==> config.mk <==
export PLATFORM = sky130hd
export DESIGN_NAME = spectrum_pixel_compress
export DESIGN_NICKNAME = d
export VERILOG_FILES = /design/src/rtl/spectrum_pixel_compress.sv
export SDC_FILE = /design/constraint.sdc
export NUM_CORES = 1
export LEC_CHECK = 0
export BUFFER_PORTS_ARGS = -buffer_cell sky130_fd_sc_hd__buf_4
export CORE_MARGIN = 2
export CORE_UTILIZATION = 55
export DETAILED_ROUTE_END_ITERATION = 8
export PLACE_DENSITY = 0.82
export SLEW_MARGIN = 20
export SYNTH_ARGS = -nofsm -noshare
export SYNTH_HDL_FRONTEND = slang
export SYNTH_SLANG_ARGS = --single-unit
==> constraint.sdc <==
create_clock -name clock -period 2.7 [get_ports clock]
set_input_delay 0.27 -clock clock [delete_from_list [all_inputs] [get_ports clock]]
set_output_delay 0.27 -clock clock [all_outputs]
set_load 0.02 [all_outputs]
==> src/rtl/spectrum_pixel_compress.sv <==
// Sums re^2 and im^2 words into bin power, compresses the power to an 8-bit piecewise-log
// pixel above a noise floor, and tracks the peak pixel of each frame.
module spectrum_pixel_compress #(
  parameter int BIN_BITS    = 6,
  parameter int NOISE_FLOOR = 16
) (
  input  logic                clock,
  input  logic                resetn,
  input  logic                in_valid,
  output logic                in_ready,
  input  logic signed [31:0]  in_product,
  input  logic                in_last,
  output logic                pix_valid,
  input  logic                pix_ready,
  output logic [7:0]          pix_data,
  output logic [BIN_BITS-1:0] pix_bin,
  output logic                pix_last,
  output logic [7:0]          frame_peak,
  output logic                frame_done
);

  typedef enum logic {PH_RE, PH_IM} phase_t;

  phase_t              phase, phase_nxt;
  logic                adv, xfer, pix_hs;
  logic [31:0]         word_clamp;
  logic [31:0]         re_p0;
  logic [31:0]         sum_p1;
  logic                last_p1;
  logic [BIN_BITS-1:0] bin_p1;
  logic                vld_p1;
  logic [BIN_BITS-1:0] bin_cnt;
  logic [7:0]          running_peak, peak_cand;

  // raw = 8*msb_index + three bits below the MSB; normalising the MSB to bit 31 pads short values
  function automatic logic [7:0] log_compress(input logic [31:0] s);
    logic [4:0]  m;
    logic [31:0] norm;
    m = 5'd0;
    for (int i = 0; i < 32; i++)
      if (s[i]) m = 5'(i);
    norm = s << (5'd31 - m);
    return (s == 32'd0) ? 8'd0 : {m, norm[30:28]};
  endfunction

  function automatic logic [7:0] floor_sub(input logic [7:0] raw);
    return (raw >= 8'(NOISE_FLOOR)) ? raw - 8'(NOISE_FLOOR) : 8'd0;
  endfunction

  assign adv        = !pix_valid || pix_ready;
  assign in_ready   = adv;
  assign xfer       = in_valid && adv;
  assign pix_hs     = pix_valid && pix_ready;
  assign word_clamp = in_product[31] ? 32'd0 : $unsigned(in_product);
  assign peak_cand  = (pix_data > running_peak) ? pix_data : running_peak;

  always_comb begin
    phase_nxt = phase;
    if (xfer)
      phase_nxt = (phase == PH_RE) ? PH_IM : PH_RE;
  end

  // Stage 0/1: capture re^2, then form the sum when im^2 arrives
  always_ff @(posedge clock) begin
    if (xfer && phase == PH_RE)
      re_p0 <= word_clamp;
    if (xfer && phase == PH_IM) begin
      sum_p1  <= re_p0 + word_clamp;
      last_p1 <= in_last;
      bin_p1  <= bin_cnt;
    end
  end

  always_ff @(posedge clock or negedge resetn) begin
    if (!resetn) begin
      phase        <= PH_RE;
      bin_cnt      <= '0;
      vld_p1       <= 1'b0;
      pix_valid    <= 1'b0;
      pix_data     <= 8'd0;
      pix_bin      <= '0;
      pix_last     <= 1'b0;
      running_peak <= 8'd0;
      frame_peak   <= 8'd0;
      frame_done   <= 1'b0;
    end else begin
      phase <= phase_nxt;
      if (xfer && phase == PH_IM)
        bin_cnt <= in_last ? '0 : bin_cnt + 1'b1;
      // Stage 2: compress into the pixel register; both stages freeze while the pixel is held
      if (adv) begin
        vld_p1    <= xfer && (phase == PH_IM);
        pix_valid <= vld_p1;
        pix_data  <= floor_sub(log_compress(sum_p1));
        pix_bin   <= bin_p1;
        pix_last  <= last_p1;
      end
      frame_done <= pix_hs && pix_last;
      if (pix_hs) begin
        running_peak <= pix_last ? 8'd0 : peak_cand;
        if (pix_last)
          frame_peak <= peak_cand;
      end
    end
  end

endmodule

=== Word-level counts from Yosys, hierarchy flattened ===
Cells that the tools add are included.

* Bits in registers: 112
* Input bits: 37
* Output and inout bits: 26
* Logic and storage cells: 70

* $add $sub $neg: 4
* Order comparisons: 2
* Shifts and indexed selects: 1
* Mux-type cells: 39
* Bitwise logic cells: 1
* Reductions and logical operators: 9

{| class="wikitable"
|+ Operators with widths
! kind !! count
|-
| two-way mux 5 bit || 31
|-
| adder 32 x 31 -> 32 bit || 1
|-
| logical NOT 32 bit || 1
|-
| two-way mux 8 bit || 4
|-
| << shifter 32 x 5 -> 31 bit || 1
|-
| two-way mux 31 bit || 1
|-
| >= comparator 8 x 5 -> 1 bit (second input constant) || 1
|-
| > comparator 8 bit || 1
|-
| subtractor 8 x 5 -> 8 bit (second input constant) || 1
|-
| adder 6 x 1 -> 6 bit (second input constant) || 1
|-
| two-way mux 6 bit || 1
|-
| logical AND 1 bit || 5
|-
| subtractor 5 bit (first input constant) || 1
|-
| two-way mux 1 bit || 2
|-
| AND reduction 2 bit || 1
|-
| logical NOT 1 bit || 1
|-
| logical OR 1 bit || 1
|-
| NOT 1 bit || 1
|}

=== Longest topological paths before layout ===
* Depth in word-level cells: 37
* Depth in mapped cells: 15

=== Worst setup path before layout ===
OpenSTA, ideal clock, no wires.

* Kind: in2reg
* Start: in in_product[31]
* End: reg sum_p1[30] (data pin)
* Setup time: 0.268 ns
* Data arrival time: 2.927 ns
* Required time: 2.432 ns
* Path slack: -0.495 ns
* Stages on the path: 15
* Buffers on the path: 1
* Path through: clkbuf_1 -> nor2b_1 -> ha_1 -> inv_1 -> fa_1 -> nor2b_1 -> o21a_1 -> o21ai_0 -> a221oi_1 -> o31ai_1 -> o2111ai_1 -> nand3_1 -> nand2_1 -> o311ai_0 -> xnor2_1

* Cells in the longest elaborated chain, start to end: 2

{| class="wikitable"
|+ Ends and longest elaborated chain
! what !! line !! source
|-
| from (decl) || 11 || <nowiki>input logic signed [31:0] in_product,</nowiki>
|-
| two-way mux 31 bit || 54 || <nowiki>assign word_clamp = in_product[31] ? 32'd0 : $unsigned(in_product);</nowiki>
|-
| net word_clamp[0] || 26 || <nowiki>logic [31:0] word_clamp;</nowiki>
|-
| adder 32 x 31 -> 32 bit || 68 || <nowiki>sum_p1 <= re_p0 + word_clamp;</nowiki>
|-
| to (signal assigned) || 68 ||
|-
| to (decl) || 28 || <nowiki>logic [31:0] sum_p1;</nowiki>
|}

The timed path passes the listed nets, and every way through them passes these cells.
A chain may end at the register's enable or synchronous reset.

=== Final worst setup path ===
* Start: reg sum_p1[19]
* End: reg pix_data[7]

* Cells in the longest elaborated chain, start to end: 19
* Elaborated cells on any way between the ends: 21
* Classes of those cells: add/sub (2); order compare (1); shift (1); mux (16); reduce/logical (1)

{| class="wikitable"
|+ Ends and longest elaborated chain
! what !! line !! source
|-
| two-way mux 5 bit (13 in a row) || 41 || <nowiki>if (s[i]) m = 5'(i);</nowiki>
|-
| two-way mux 5 bit || 91 || <nowiki>if (adv) begin</nowiki>
|-
| subtractor 5 bit || 42 || <nowiki>norm = s << (5'd31 - m);</nowiki>
|-
| << shifter 32 x 5 -> 31 bit || 42 ||
|-
| two-way mux 8 bit * || 43 || <nowiki>return (s == 32'd0) ? 8'd0 : {m, norm[30:28]};</nowiki>
|-
| subtractor 8 x 5 -> 8 bit / >= comparator 8 x 5 -> 1 bit (equally long branches) || 47 || <nowiki>return (raw >= 8'(NOISE_FLOOR)) ? raw - 8'(NOISE_FLOOR) : 8'd0;</nowiki>
|-
| two-way mux 8 bit * || 47 ||
|-
| to (signal assigned) || 94 || <nowiki>pix_data <= floor_sub(log_compress(sum_p1));</nowiki>
|-
| to (decl) || 15 || <nowiki>output logic [7:0] pix_data,</nowiki>
|}

Every way passes the cells marked *; elsewhere a longest branch is shown, timed or not. The select of a mux whose other input is x is not followed.

==> impl_metrics.ini <==
[run_status]
outcome = finished, violations left
violations = negative setup slack

[power_and_ir_drop]
finalPower_w = 0.00882
p_per_area_nw_per_um2 = 850
p_leak_nw = 4.45
ir_drop_mv = 0.430

[setup_path]
required_ps = 2970
path_class = flip-flop to flip-flop
crit_family = compound AO/OA/AOI/OAI gates
crit_chain = buf_4, nor4_2, buf_4, nand3_4, o21a_4, buf_12, buf_8, a211oi_4, o221a_2, a31oi_4, a221oi_4, a41oi_2, a211oi_1
r2r_end = pix_data[7]
end_kind = flip-flop
cp_common_cell = buf_4
critPathBufInv = 4
startpoint_type = flip-flop
cp_max_fo = 6
crit_slowest_cell = nor4_2
critPathCapture = pix_data[7]
rr_startpoint = sum_p1[19]
worstSetupStartpoint = sum_p1[19]
reg2reg_depth = 13
r2r_slack_ps = -520
path_depth = 13
cp.arrival_ps = 3490
cp_slowest_stage_delay_ps = 450

[global_route]
grt_pass1_wl_mm = 31.9
grt_max_degree = 42
grt-ovfl-total = 0
antenna_found_initial = 0
grt_pass1_vias = 6732
grt_usage_pct = 29.9

[min_path]
hold_class = primary input to flip-flop
hp-start = in_last

[placed_design]
globalplace.congestion = 0.937
port_buffers = 62
dp_hpwl_mm = 14.0
post-place-ws_ps = -575

[drt]
drt_iter0_markers = 564
viasPerCell = 6.12
post_drt_wl_per_cell_um = 19.8
drtAntennaViolNets = 0
vias = 7035
drc = 0
dr.pass1.iters = 6
totalWireLength_mm = 22.8

[synthesis]
ys_seq_area_share_pct = 44.3
synth_edf_count = 70
synth_top_area_cell = edfxtp_1
yosys-top-cells-area = edfxtp_1 30%, dfrtp_1 15%, ha_1 7.5%
yosys-top-cells-count = 72 x nand2_1, 70 x edfxtp_1, 61 x nor2_1
yosysTopAreaCellShare_pct = 29.8
synth_fp_nets = 796
avgSynthCellArea_um2 = 9.85
synth_cell_types = 78
synthFlopType = edfxtp_1
yosys_warnings = 0
netlist_area_um2 = 7050
synthArstFlopShare_pct = 36.9
synth.most_common_cell = nand2_1
synth-seq-cells = 111
postSynthCellCount = 716

[finish]
n_antenna_cell = 0
drive_above_1_share_pct = 40.6
syn2layout_area_growth_pct = 47.0
nets = 1053

[timing]
fin_crit_sh_pct = 119
layout_setup_ws_ps = -516
setup_viol = 18
maxSlewViolCount = 0
worstMarginPinSlew_ps = 620
hold_violations = 0
skew_ps = 15.4
rsz0062_at_grt = true
max_freq_ghz = 0.311
max-slew-margin-rel_pct = 58.6
period_minus_slack_ps = 3220

[run]
cap_violations = 0

[clocking]
cts_root_buffer = clkbuf_16
htree_levels = 3
clk_pin_slew_ps = 80
clockBufferDepth = 2
cts.sinks = 111
cts-buffers-inserted = 9
cts_tree = done
clock_latency_ps = 370

[floorplanning]
rows = 41
core_region_area_um2 = 12600
io_pins = 63
die_h_um = 117
fp.dieW_um = 117
die_area_um2 = 13700
start_util_pct = 56.1
[stage by stage]
stage	instance area [um^2]	hold WS [ps]	TNS, ps	util (%)	instances
6_report	10400	139	-5030	82.5	1150
5_1_grt	10400	132	-7340	82.5	1150
4_1_cts	9770	128	-2270	77.7	1119
3_5_place_dp	9010	275	-7120	71.7	1081
3_3_place_gp	9010	261	-5430	71.7	1081
2_1_floorplan	7270	-25.6	-540	-	716
[repair_timing]
action / 4_1_cts / 5_1_grt
resized for setup: 52 / 83
pin swaps: 40 / 53
endpoints found under the setup margin: 18 / 24
hold buffers: 1 / 0
setup buffers: 22 / 35
endpoints found under the hold margin: 41 / 0
[layout make-up]
type / count / area [um^2]
inverter: 37 / 146
clock buffer: 9 / 225
multi-input combinational: 546 / 4420
clock inverter: 7 / 63.8
tap: 172 / 215
fill: 718 / 2200
sequential: 111 / 3130
timing repair buffer: 268 / 2170
[worst register-to-register path, stage by stage (launching register included)]
cell,delay (ps)
edfxtp_1,420
buf_4,170
nor4_2,450
buf_4,220
nand3_4,90
o21a_4,240
buf_12,140
buf_8,130
a211oi_4,200
o221a_2,270
a31oi_4,50
a221oi_4,330
a41oi_2,230
a211oi_1,200
[per-layer routing]
layer / vias to the layer above / track usage, % / share of wire [%]
li1: 3183 / - / -
met1: 3370 / 34.8 / 37
met2: 379 / 52.8 / 52
met3: 103 / 3.96 / 6.1
met4: 0 / 17.6 / 5.0
met5: - / 0 / 0
[where the power goes]
part | total (W) | internal [W] | switching [W]
clock | 0.00132 | 0.000649 | 0.000675
combinational | 0.00465 | 0.00222 | 0.00243
sequential | 0.00284 | 0.00242 | 0.000418
[layout by cell type (no fill, tap or decap), types with 6 or more instances in the layout]
cell	n
a21oi_1	25
edfxtp_1	70
ha_1	38
nand3_1	16
o21ai_0	23
xnor2_1	22
dfrtp_1	41
nor3_1	17
mux2i_1	13
nor2b_1	36
buf_6	23
nor2_1	56
a21oi_2	8
inv_1	33
o21a_1	8
nand2b_1	11
a21o_1	11
buf_4	237
xor2_1	6
nand2_1	70
o211ai_1	14
clkbuf_16	9
a22o_1	7
[logic make-up (layout without fill, tap and decap cells)]
group / Yosys count / in the layout / synth area share (%)
adder cells (fa/ha/maj): 43 / 43 / 7.73
AO/OA/AOI/OAI: 192 / 192 / 19.4
AND/OR/NAND/NOR: 265 / 265 / 18.8
XOR/XNOR: 28 / 28 / 3.48
buffers and inverters: 59 / 321 / 3.55
flip-flops: 111 / 111 / 44.3
multiplexers: 18 / 18 / 2.71
[flip-flops by register name, indices dropped and copies added (netlist names)]
name / flops
bin_p1: 6
phase: 1
pix_data: 8
running_peak: 8
pix_last: 1
re_p0: 31
frame_done: 1
pix_valid: 1
vld_p1: 1
sum_p1: 32
pix_bin: 6
bin_cnt: 6
last_p1: 1
frame_peak: 8
[worst min path at each step]
stage | endpoint | cells past startpoint
floorplan | bin_cnt[0] | 0
global placement | frame_peak[4] | 1
detailed placement | running_peak[2] | 1
CTS | last_p1 | 1
global route | last_p1 | 1
finish | last_p1 | 1
(Power assumes the default switching activity.)
